[src/rtl/uart_rx_fifo.sv]
// Captures one RX byte per DV assertion into a FWFT FIFO (1-cycle write-to-read) and acks it with CLR_DV.
// Pushes into a full FIFO without a pop are dropped; UART_RX_FIFO_OVR_EN adds a sticky OVR flag with CLR_OVR.
module uart_rx_fifo #(
  parameter int DEPTH_LOG2 = 4,
  parameter int DATA_W     = 8
) (
  input  logic                  CLK,
  input  logic                  RST,
  input  logic                  DV,
  input  logic [DATA_W-1:0]     RX_DATA,
  output logic                  CLR_DV,
  output logic [DATA_W-1:0]     DOUT,
  output logic                  DOUT_VALID,
  input  logic                  DOUT_READY,
  output logic [DEPTH_LOG2:0]   LEVEL
`ifdef UART_RX_FIFO_OVR_EN
  ,
  output logic                  OVR,
  input  logic                  CLR_OVR
`endif
);

  localparam int DEPTH = 1 << DEPTH_LOG2;
  localparam logic [DEPTH_LOG2:0] FULL_LVL = (DEPTH_LOG2 + 1)'(DEPTH);

  typedef enum logic {
    ARMED = 1'b0,
    ACK   = 1'b1
  } cap_state_t;

  cap_state_t              state_q;
  logic                    clr_dv_q;
  logic [DATA_W-1:0]       mem_q [DEPTH];
  logic [DEPTH_LOG2-1:0]   wptr_q;
  logic [DEPTH_LOG2-1:0]   rptr_q;
  logic [DEPTH_LOG2:0]     level_q;
  logic [DEPTH_LOG2:0]     level_d;
  logic                    push;
  logic                    pop;
  logic                    full;
  logic                    wr_en;

  // CLR_DV follows the state register so the ack is glitch-free toward the controller.
  always_ff @(posedge CLK) begin
    if (RST) begin
      state_q  <= ARMED;
      clr_dv_q <= 1'b0;
    end else begin
      case (state_q)
        ARMED: if (DV) begin
          state_q  <= ACK;
          clr_dv_q <= 1'b1;
        end
        ACK: if (!DV) begin
          state_q  <= ARMED;
          clr_dv_q <= 1'b0;
        end
      endcase
    end
  end

  assign push  = (state_q == ARMED) && DV;
  assign full  = (level_q == FULL_LVL);
  assign pop   = DOUT_READY && (level_q != '0);
  // A full FIFO still accepts a push when the head leaves in the same cycle.
  assign wr_en = push && (!full || pop);

  always_comb begin
    level_d = level_q;
    case ({wr_en, pop})
      2'b10:   level_d = level_q + 1'b1;
      2'b01:   level_d = level_q - 1'b1;
      default: level_d = level_q;
    endcase
  end

  always_ff @(posedge CLK) begin
    if (RST) begin
      wptr_q  <= '0;
      rptr_q  <= '0;
      level_q <= '0;
    end else begin
      level_q <= level_d;
      if (wr_en) wptr_q <= wptr_q + 1'b1;
      if (pop)   rptr_q <= rptr_q + 1'b1;
    end
  end

  always_ff @(posedge CLK) begin
    if (wr_en) mem_q[wptr_q] <= RX_DATA;
  end

`ifdef UART_RX_FIFO_OVR_EN
  logic ovr_q;
  logic drop;

  assign drop = push && full && !pop;

  // A new drop wins over a coincident clear.
  always_ff @(posedge CLK) begin
    if (RST)          ovr_q <= 1'b0;
    else if (drop)    ovr_q <= 1'b1;
    else if (CLR_OVR) ovr_q <= 1'b0;
  end

  assign OVR = ovr_q;
`endif

  assign CLR_DV     = clr_dv_q;
  assign DOUT       = mem_q[rptr_q];
  assign DOUT_VALID = (level_q != '0);
  assign LEVEL      = level_q;

endmodule

[config.mk]
export PLATFORM = sky130hd
export DESIGN_NAME = uart_rx_fifo
export DESIGN_NICKNAME = d
export VERILOG_FILES = /design/src/rtl/uart_rx_fifo.sv
export SDC_FILE = /design/constraint.sdc
export NUM_CORES = 1
export LEC_CHECK = 0
export ABC_CLOCK_PERIOD_IN_PS = 5000
export BUFFER_PORTS_ARGS = -buffer_cell sky130_fd_sc_hd__buf_2
export CAP_MARGIN = 30
export CORE_MARGIN = 8
export CORE_UTILIZATION = 60
export CTS_BUF_LIST = sky130_fd_sc_hd__clkbuf_8
export DETAILED_ROUTE_END_ITERATION = 10
export GPL_ROUTABILITY_DRIVEN = 0
export PLACE_DENSITY = 0.89
export SETUP_SLACK_MARGIN = 0.15
export SLEW_MARGIN = 25
export SYNTH_ARGS = -nofsm -noshare
export SYNTH_HDL_FRONTEND = slang
export SYNTH_SLANG_ARGS = --single-unit
[constraint.sdc]
create_clock -name CLK -period 5 [get_ports CLK]
set_input_delay 0.5 -clock CLK [delete_from_list [all_inputs] [get_ports CLK]]
set_output_delay 0.5 -clock CLK [all_outputs]
set_load 0.005 [all_outputs]
After elaboration in Yosys (flattened, before gate mapping)
Memories as Yosys holds them, arrays and structs flattened. A register that Yosys moved wholly into a read port is not among the register bits.
Cells that the tools add are included.
{ "classes": {"add_sub_neg": 4, "n_eq_ne": 5, "muxes": 9, "bitwise": 1, "n_reduce_logical": 8} }
{ "ops": {"columns": ["op", "count"], "rows": [
  ["$pmux 5 s2", 1],
  ["$add 4x1->4 const B", 2],
  ["$mux 4", 2],
  ["$add 5x1->5 const B", 1],
  ["$eq 5x5->1 const B", 1],
  ["$mux 1", 5],
  ["$reduce_bool 5->1", 1],
  ["$sub 5x1->5 const B", 1],
  ["$ne 2x2->1 const B", 2],
  ["$logic_and 1x1->1", 3],
  ["$eq 2x1->1 const B", 1],
  ["$eq 2x2->1 const B", 1],
  ["$pmux 1 s2", 1],
  ["$reduce_and 2->1", 1],
  ["$reduce_bool 2->1", 1],
  ["$logic_not 1->1", 1],
  ["$logic_or 1x1->1", 1],
  ["$not 1->1", 1]
]} }
{ "word_totals": {"ff_bits": 15, "mem_bits_rw": 128, "mem_count": 1} }
{ "mem_list": {"columns": ["name", "words", "word_bits", "read_ports", "rd_clocked_by_memory_dff", "write_ports", "line", "source"], "rows": [
  ["mem_q", 16, 8, 1, 1, 1, "33", "logic [DATA_W-1:0] mem_q [DEPTH];"]
]} }

Longest topological paths before layout
Gate-level depths: netlist (run 1).
{ "logic_depth": {"ltp_word": 6, "ltp_mapped": 10, "mapped_depth_nobuf": 10} }

Worst setup path before layout (run 1)
No wires, ideal clock.
{ "synth_timing": {"kind": "register to register", "startpoint": "register level_q[0], in the netlist LEVEL[0]", "endpoint": "register level_q[4], in the netlist LEVEL[4]", "arrival_ns": 2.138, "t_required_ns": 4.871, "slack_ns": 2.733, "stages_incl_launch_ff": 10, "path_cell_list": "dfxtp_1 or4_1 buf_2 o21ai_4 inv_1 ha_1 nand2b_1 a21oi_1 mux2i_1 nand4_1"} }
{ "synth_via": {"elab_chain_cells": 6, "word_cells_on_any_way": 12} }
{ "synth_lines": {"columns": ["item", "line", "source"], "rows": [
  ["start, declared", "36", "logic [DEPTH_LOG2:0] level_q;"],
  ["start signal, assigned", "83", "level_q <= level_d;"],
  ["$eq 5x5->1 / $reduce_bool 5->1 (equally long branches)", "63, 64", null],
  ["$logic_not 1->1 / $logic_and 1x1->1 (equally long branches)", "66, 64", null],
  ["$logic_or 1x1->1", "66", "assign wr_en = push && (!full || pop);"],
  ["$logic_and 1x1->1", "66", null],
  ["$eq 2x1->1 / $eq 2x2->1 (equally long branches)", "70", "case ({wr_en, pop})"],
  ["$pmux 5 s2 / $reduce_bool 2->1 (equally long branches)", null, null]
]} }
Several ways; a longest one is shown, not always the timed one.
A chain may end at the register's enable or synchronous reset.

==> results.cfg, run 1 <==
[timing]
rsz0062_at_grt = false
tightest_slew_ns = 0.817
tns_ns = 0
period_share_pct = 57.3
maxSlewViolCount = 0
clock_skew_ns = 0.00874
setup_viol_count_final = 0
fin_crit_ns = 2.86
max_freq_mhz = 349
hold_viol = 0
slew_headroom_pct = 45.4

[yosys]
synthArstFlopShare_pct = 0
yosysTopAreaCellShare_pct = 64.8
synth-seq-cells = 147
synth_top_cell_by_area = edfxtp_1
synth_edf_count = 128
synth_area_leaders = edfxtp_1 (65%), mux4_2 (12%), dfxtp_1 (6.4%)
synth_warnings = 0
syn_inst = 331
yosysMostFrequentCell = edfxtp_1
ys_seq_area_share_pct = 71.2
ys.flop_type = edfxtp_1
syn_nets = 353
synth_area_um2 = 5930
yosys-top-cells-count = edfxtp_1 (128), mux4_2 (32), dfxtp_1 (19), nor2_1 (17), a22oi_1 (16)
synth_cell_type_count = 41
synth_area_per_cell_um2 = 17.9

[global_routing]
grt_max_degree = 33
gr-total-overflow = 0
grt_pass1_wl_um = 17000
antenna_found_initial = 0
grt_pass1_vias = 3246
track_usage_pct = 17.5

[power]
ir_drop_mv = 0.248
leakagePower_nw = 2.19
seqPwrFrac_pct = 52.2
power.share.clock_pct = 28.4
power.density_nw_per_um2 = 436
swShare_pct = 27.3
p_switching_mw = 0.776
combinationalPowerShare_pct = 19.4
intPower_mw = 2.07

[cts]
clock_sinks = 147
cts_max_path_buffers = 2
clock-root-buffer = clkbuf_8
clock_latency_ns = 0.43
post_cts_resized = 0
cts_setup_buffers = 0
cts_tree = done
cts_htree_levels = 4
path_clk_slew_ns = 0.08
cts_made_buffers = 17
cts_hold_buf = 0

[worst_setup_path]
cp.arrival_ns = 2.36
cp.required_ns = 4.50
start_kind = flop
cp-end-kind = primary output
path_class = reg -> out
cp_max_fo = 32

[final_layout]
antenna_cells = 0
drive_above_1_share_pct = 25.0
area_growth_pct = 9.97
instances_no_fill = 505
final_nets = 382

[outcome]
status = finished, final reports clean

[floorplanning]
die_y_um = 115
die_area_um2 = 13300
num_io_pins = 27
std_cell_rows = 36
core_um2 = 9680
start_util_pct = 61.3
die_w_um = 115

[routing]
vias = 3009
drcViolationCount = 0
drt_iter0_drc = 209
postRouteAntennaNets = 0
vias_per_cell = 5.96
drt_wl_total_um = 10700
wire_per_inst_um = 21.1
firstDrtPassIters = 4

[placement]
dp.cells = 474
dp_hpwl_um = 6880
numPortBuffers = 26

[run]
drv_cap = 0

[worst_hold_path]
min_path_type = in -> reg
-- cells by family (layout without fill, tap and decap cells) --
family	count (synthesis)	after routing	synth area share, %
AO/OA/AOI/OAI	35	35	4.30
AND/OR/NAND/NOR	72	72	6.81
buffers and inverters	24	65	1.60
adder cells (fa/ha/maj)	10	10	2.23
multiplexers	36	36	12.8
XOR/XNOR	7	7	1.03
flip-flops	147	147	71.2
-- metrics by stage --
| stage | hold WS, ns | instance area, um^2 | util (%) | total power [mW] | setup slack (ns) |
|---|---|---|---|---|---|
| finish | 0.310 | 6530 | 67.4 | 2.85 | 2.14 |
| global route | 0.307 | 6530 | 67.4 | 2.99 | 1.98 |
| CTS | 0.291 | 6530 | 67.4 | 2.87 | 2.08 |
| detailed placement | 0.500 | 6170 | 63.7 | 2.08 | 2.36 |
| global placement | 0.465 | 6170 | 63.7 | 2.05 | 2.28 |
| floorplan | 0.477 | 5930 | - | 1.92 | 2.73 |
-- critical path, cell delays in order (launching register included) --
cell and delay (ns):
dfxtp_4 0.76, mux4_2 0.59, a22oi_1 0.31, nand2_1 0.12, buf_2 0.14
-- registers in the layout, summed over array words and instances, names as in the netlist, named ones only --
signal	count
rptr_q	4
LEVEL	5
state_q	1
mem_q	128
wptr_q	4
CLR_DV	1
-- placed cells by master, fill, tap and decap left out, types with 3 or more instances in the layout --
cell type,count
nand2b_1,3
nor2b_1,8
mux2i_1,3
a21oi_1,4
mux4_2,32
buf_2,26
and4_1,4
clkinvlp_4,4
dfxtp_1,18
nand2_1,12
clkbuf_8,17
and2_1,5
nor2_1,17
xor2_1,6
edfxtp_1,128
inv_1,8
o211ai_1,4
ha_1,9
and3_1,10
clkinv_2,4
a22oi_1,16
clkinv_4,4
-- power groups by stage --
stage,clock (mW),sequential (mW),combinational (mW)
floorplan,0,1.43,0.486
global placement,0,1.51,0.539
detailed placement,0,1.52,0.558
CTS,0.820,1.49,0.560
global route,0.872,1.51,0.606
finish,0.809,1.49,0.551
-- cell type report --
type | instances | area (um^2)
timing repair buffer | 27 | 138
fill | 625 | 3160
sequential | 147 | 4230
clock inverter | 14 | 119
tap | 133 | 166
clock buffer | 17 | 234
multi-input combinational | 160 | 1620
inverter | 7 | 26.3
-- worst paths after layout --
kind,start,endpoint,slack [ns],depth (start not counted)
hold reg to reg,CLR_DV,CLR_DV,0.51,2
setup reg to reg,LEVEL[0],LEVEL[4],2.36,8
hold / removal,DV,state_q,0.31,2
setup / recovery,flop,DOUT[4],2.14,4
-- per-layer routing --
| layer | part of all wire (%) | track usage (%) | routed length (um) | vias up |
|---|---|---|---|---|
| li1 | - | - | - | 1382 |
| met1 | 41 | 21.0 | 4360 | 1517 |
| met5 | 0 | 0 | 0 | - |
| met2 | 51 | 29.6 | 5430 | 96 |
| met3 | 6.4 | 4.48 | 680 | 14 |
| met4 | 1.9 | 7.18 | 205 | 0 |
(Power assumes the default switching activity.)
==> inputs of run 2 (changes only) <==
ABC_AREA = 1   (was unset)
ABC_CLOCK_PERIOD_IN_PS = 2950   (was 5000)
clock period = 2.95 ns   (was 5 ns; I/O delays follow)
==> run 2 against run 1 <==
Effect of this change:
- global-route usage grew 2.2 points
- first-iteration DRC count up 120%
- critical path depth up 3
- area after synthesis rose by 5.5%
- synthesized cell count rose by 65%
- die area rose by 4.7%
- sequential share of layout area fell by 4.7 points
- clock power up 110%
- register-to-register slack lost 1.7 ns
- largest power group unchanged
==> results.cfg, run 2 <==
[power]
power.density_nw_per_um2 = 789
ir_drop_mv = 0.546
leakagePower_nw = 2.66
finalPower_mw = 5.56

[timing]
max_freq_mhz = 409
maxSlewViolCount = 0
fin_crit_ns = 2.44
slew_headroom_pct = 55.0
rsz0062_at_grt = false
hold_viol = 0
tightest_slew_ns = 0.675
period_share_pct = 82.8
setup_ws_ns = 0.507
clock_skew_ns = 0.0125
fin_hold_ws_ns = 0.0733
setup_viol_count_final = 0
tns_ns = 0

[yosys]
synth_area_um2 = 6260
synthArstFlopShare_pct = 0
yosysTopAreaCellShare_pct = 61.4
ys.flop_type = edfxtp_1
yosysMostFrequentCell = edfxtp_1
synth_edf_count = 128
synth_cell_type_count = 28
syn_inst = 547
synth_warnings = 0
synth_area_leaders = edfxtp_1 (61%), dfxtp_1 (6.1%), inv_1 (5.2%)
synth_area_per_cell_um2 = 11.4
synth_top_cell_by_area = edfxtp_1
yosys-top-cells-count = edfxtp_1 (128), inv_1 (87), nand3_1 (61), nand2_1 (57), a21oi_1 (39)
syn_nets = 569
synth-seq-cells = 147
ys_seq_area_share_pct = 67.5

[worst_setup_path]
cp_max_fo = 60
max_stage_delay_ns = 0.71
crit_slowest_cell = dfxtp_4
cp_top_family = flip-flops
cp.required_ns = 2.65
cp-end-kind = primary output
crit_chain = buf_12, nand2_1, o211ai_1, nand3_1, nand3_1, nand2_1, buf_2
path_class = reg -> out
start_kind = flop
path_buf_inv = 2
cp.arrival_ns = 2.15

[final_layout]
most-common-layout-cells = edfxtp_1 (128), inv_1 (88), nand3_1 (61)
drive_above_1_share_pct = 15.9
regMostFlops = mem_q
instances_no_fill = 733
final_area_um2 = 7040
layout_commonest_cell = edfxtp_1
final_nets = 606
finish.utilization_pct = 68.8
area_growth_pct = 12.4
antenna_cells = 0
largest_reg_flops = 128

[cts]
clock_sinks = 147
clock_latency_ns = 0.44
clock-root-buffer = clkbuf_8
cts_made_buffers = 17
cts_max_path_buffers = 2
cts_htree_levels = 4
cts_setup_buffers = 0
cts_hold_buf = 0
post_cts_resized = 0
cts_tree = done
path_clk_slew_ns = 0.08

[global_routing]
grt_pass1_wl_um = 21500
track_usage_pct = 19.7
grt_max_degree = 65
gr-total-overflow = 0
antenna_found_initial = 0
grt_pass1_vias = 4246

[routing]
vias = 4244
postRouteAntennaNets = 0
firstDrtPassIters = 7
drcViolationCount = 0
drt_wl_total_um = 13500
vias_per_cell = 5.79
wire_per_inst_um = 18.4
drt_iter0_drc = 469

[floorplanning]
num_io_pins = 27
core_um2 = 10200
die_w_um = 118
std_cell_rows = 37
die_y_um = 118
start_util_pct = 61.2
die_area_um2 = 14000

[worst_hold_path]
min_path_type = in -> reg

[run]
drv_cap = 0

[placement]
numPortBuffers = 26
pre_cts_slack_ns = 0.629
dp_hpwl_um = 8290
place_area_um2 = 6600
dp.cells = 701

[outcome]
status = finished, final reports clean
run 2: cell types whose count changed in the layout (fill, tap and decap cells not counted), moves of 8 or more:
| cell | before | now |
|---|---|---|
| mux4_2 | 32 | 0 |
| nand2_1 | 12 | 57 |
| a21oi_1 | 4 | 39 |
| nor2b_1 | 8 | 0 |
| a22oi_1 | 16 | 0 |
| o21ai_0 | 1 | 36 |
| nand3_1 | 0 | 61 |
| nor3_1 | 2 | 16 |
| and3_1 | 10 | 0 |
| inv_1 | 8 | 88 |
| buf_4 | 1 | 19 |
| o211ai_1 | 4 | 32 |
run 2: worst paths after layout:
path                                 from         to  slack (ns)  cells past startpoint
worst max-delay path                 flop    DOUT[2]        0.51                      7
worst max register to register    state_q   LEVEL[4]        0.66                      9
worst min register to register  rptr_q[2]  rptr_q[2]        0.50                      2
worst min-delay path                   DV    state_q        0.07                      3
run 2: logic make-up after synthesis:
family	synth area share [%]
AND/OR/NAND/NOR	11.9
flip-flops	67.5
buffers and inverters	7.35
AO/OA/AOI/OAI	10.6
adder cells (fa/ha/maj)	2.12
XOR/XNOR	0.560
run 2: tightest hold or removal path: cells and delay by family:
family	cells	cell delay (ns)
and+or+nand+nor	1	0.03
buffers and inverters	2	0.15
run 2: area by class of cell:
cell class / instances / area [um^2]
Clock buffer: 21 / 289
Clock inverter: 11 / 156
Fill cell: 678 / 3190
Inverter: 87 / 327
Multi-Input combinational cell: 285 / 1580
Sequential cell: 147 / 4230
Tap cell: 136 / 170
Timing Repair Buffer: 46 / 293
run 2: routing by layer:
| metal | global-route usage [%] | wire, um | vias to the layer above |
|---|---|---|---|
| met2 | 32.6 | 6800 | 215 |
| met5 | 0 | 0 | - |
| met4 | 9.53 | 350 | 0 |
| li1 | - | - | 1979 |
| met3 | 5.00 | 1050 | 32 |
| met1 | 23.8 | 5320 | 2018 |
run 2: where the power goes:
part	leakage, nW	internal (mW)	total [mW]	switching, mW
logic	1.12	0.507	1.33	0.822
registers	1.31	2.35	2.52	0.173
clock network	0.233	1.00	1.71	0.705
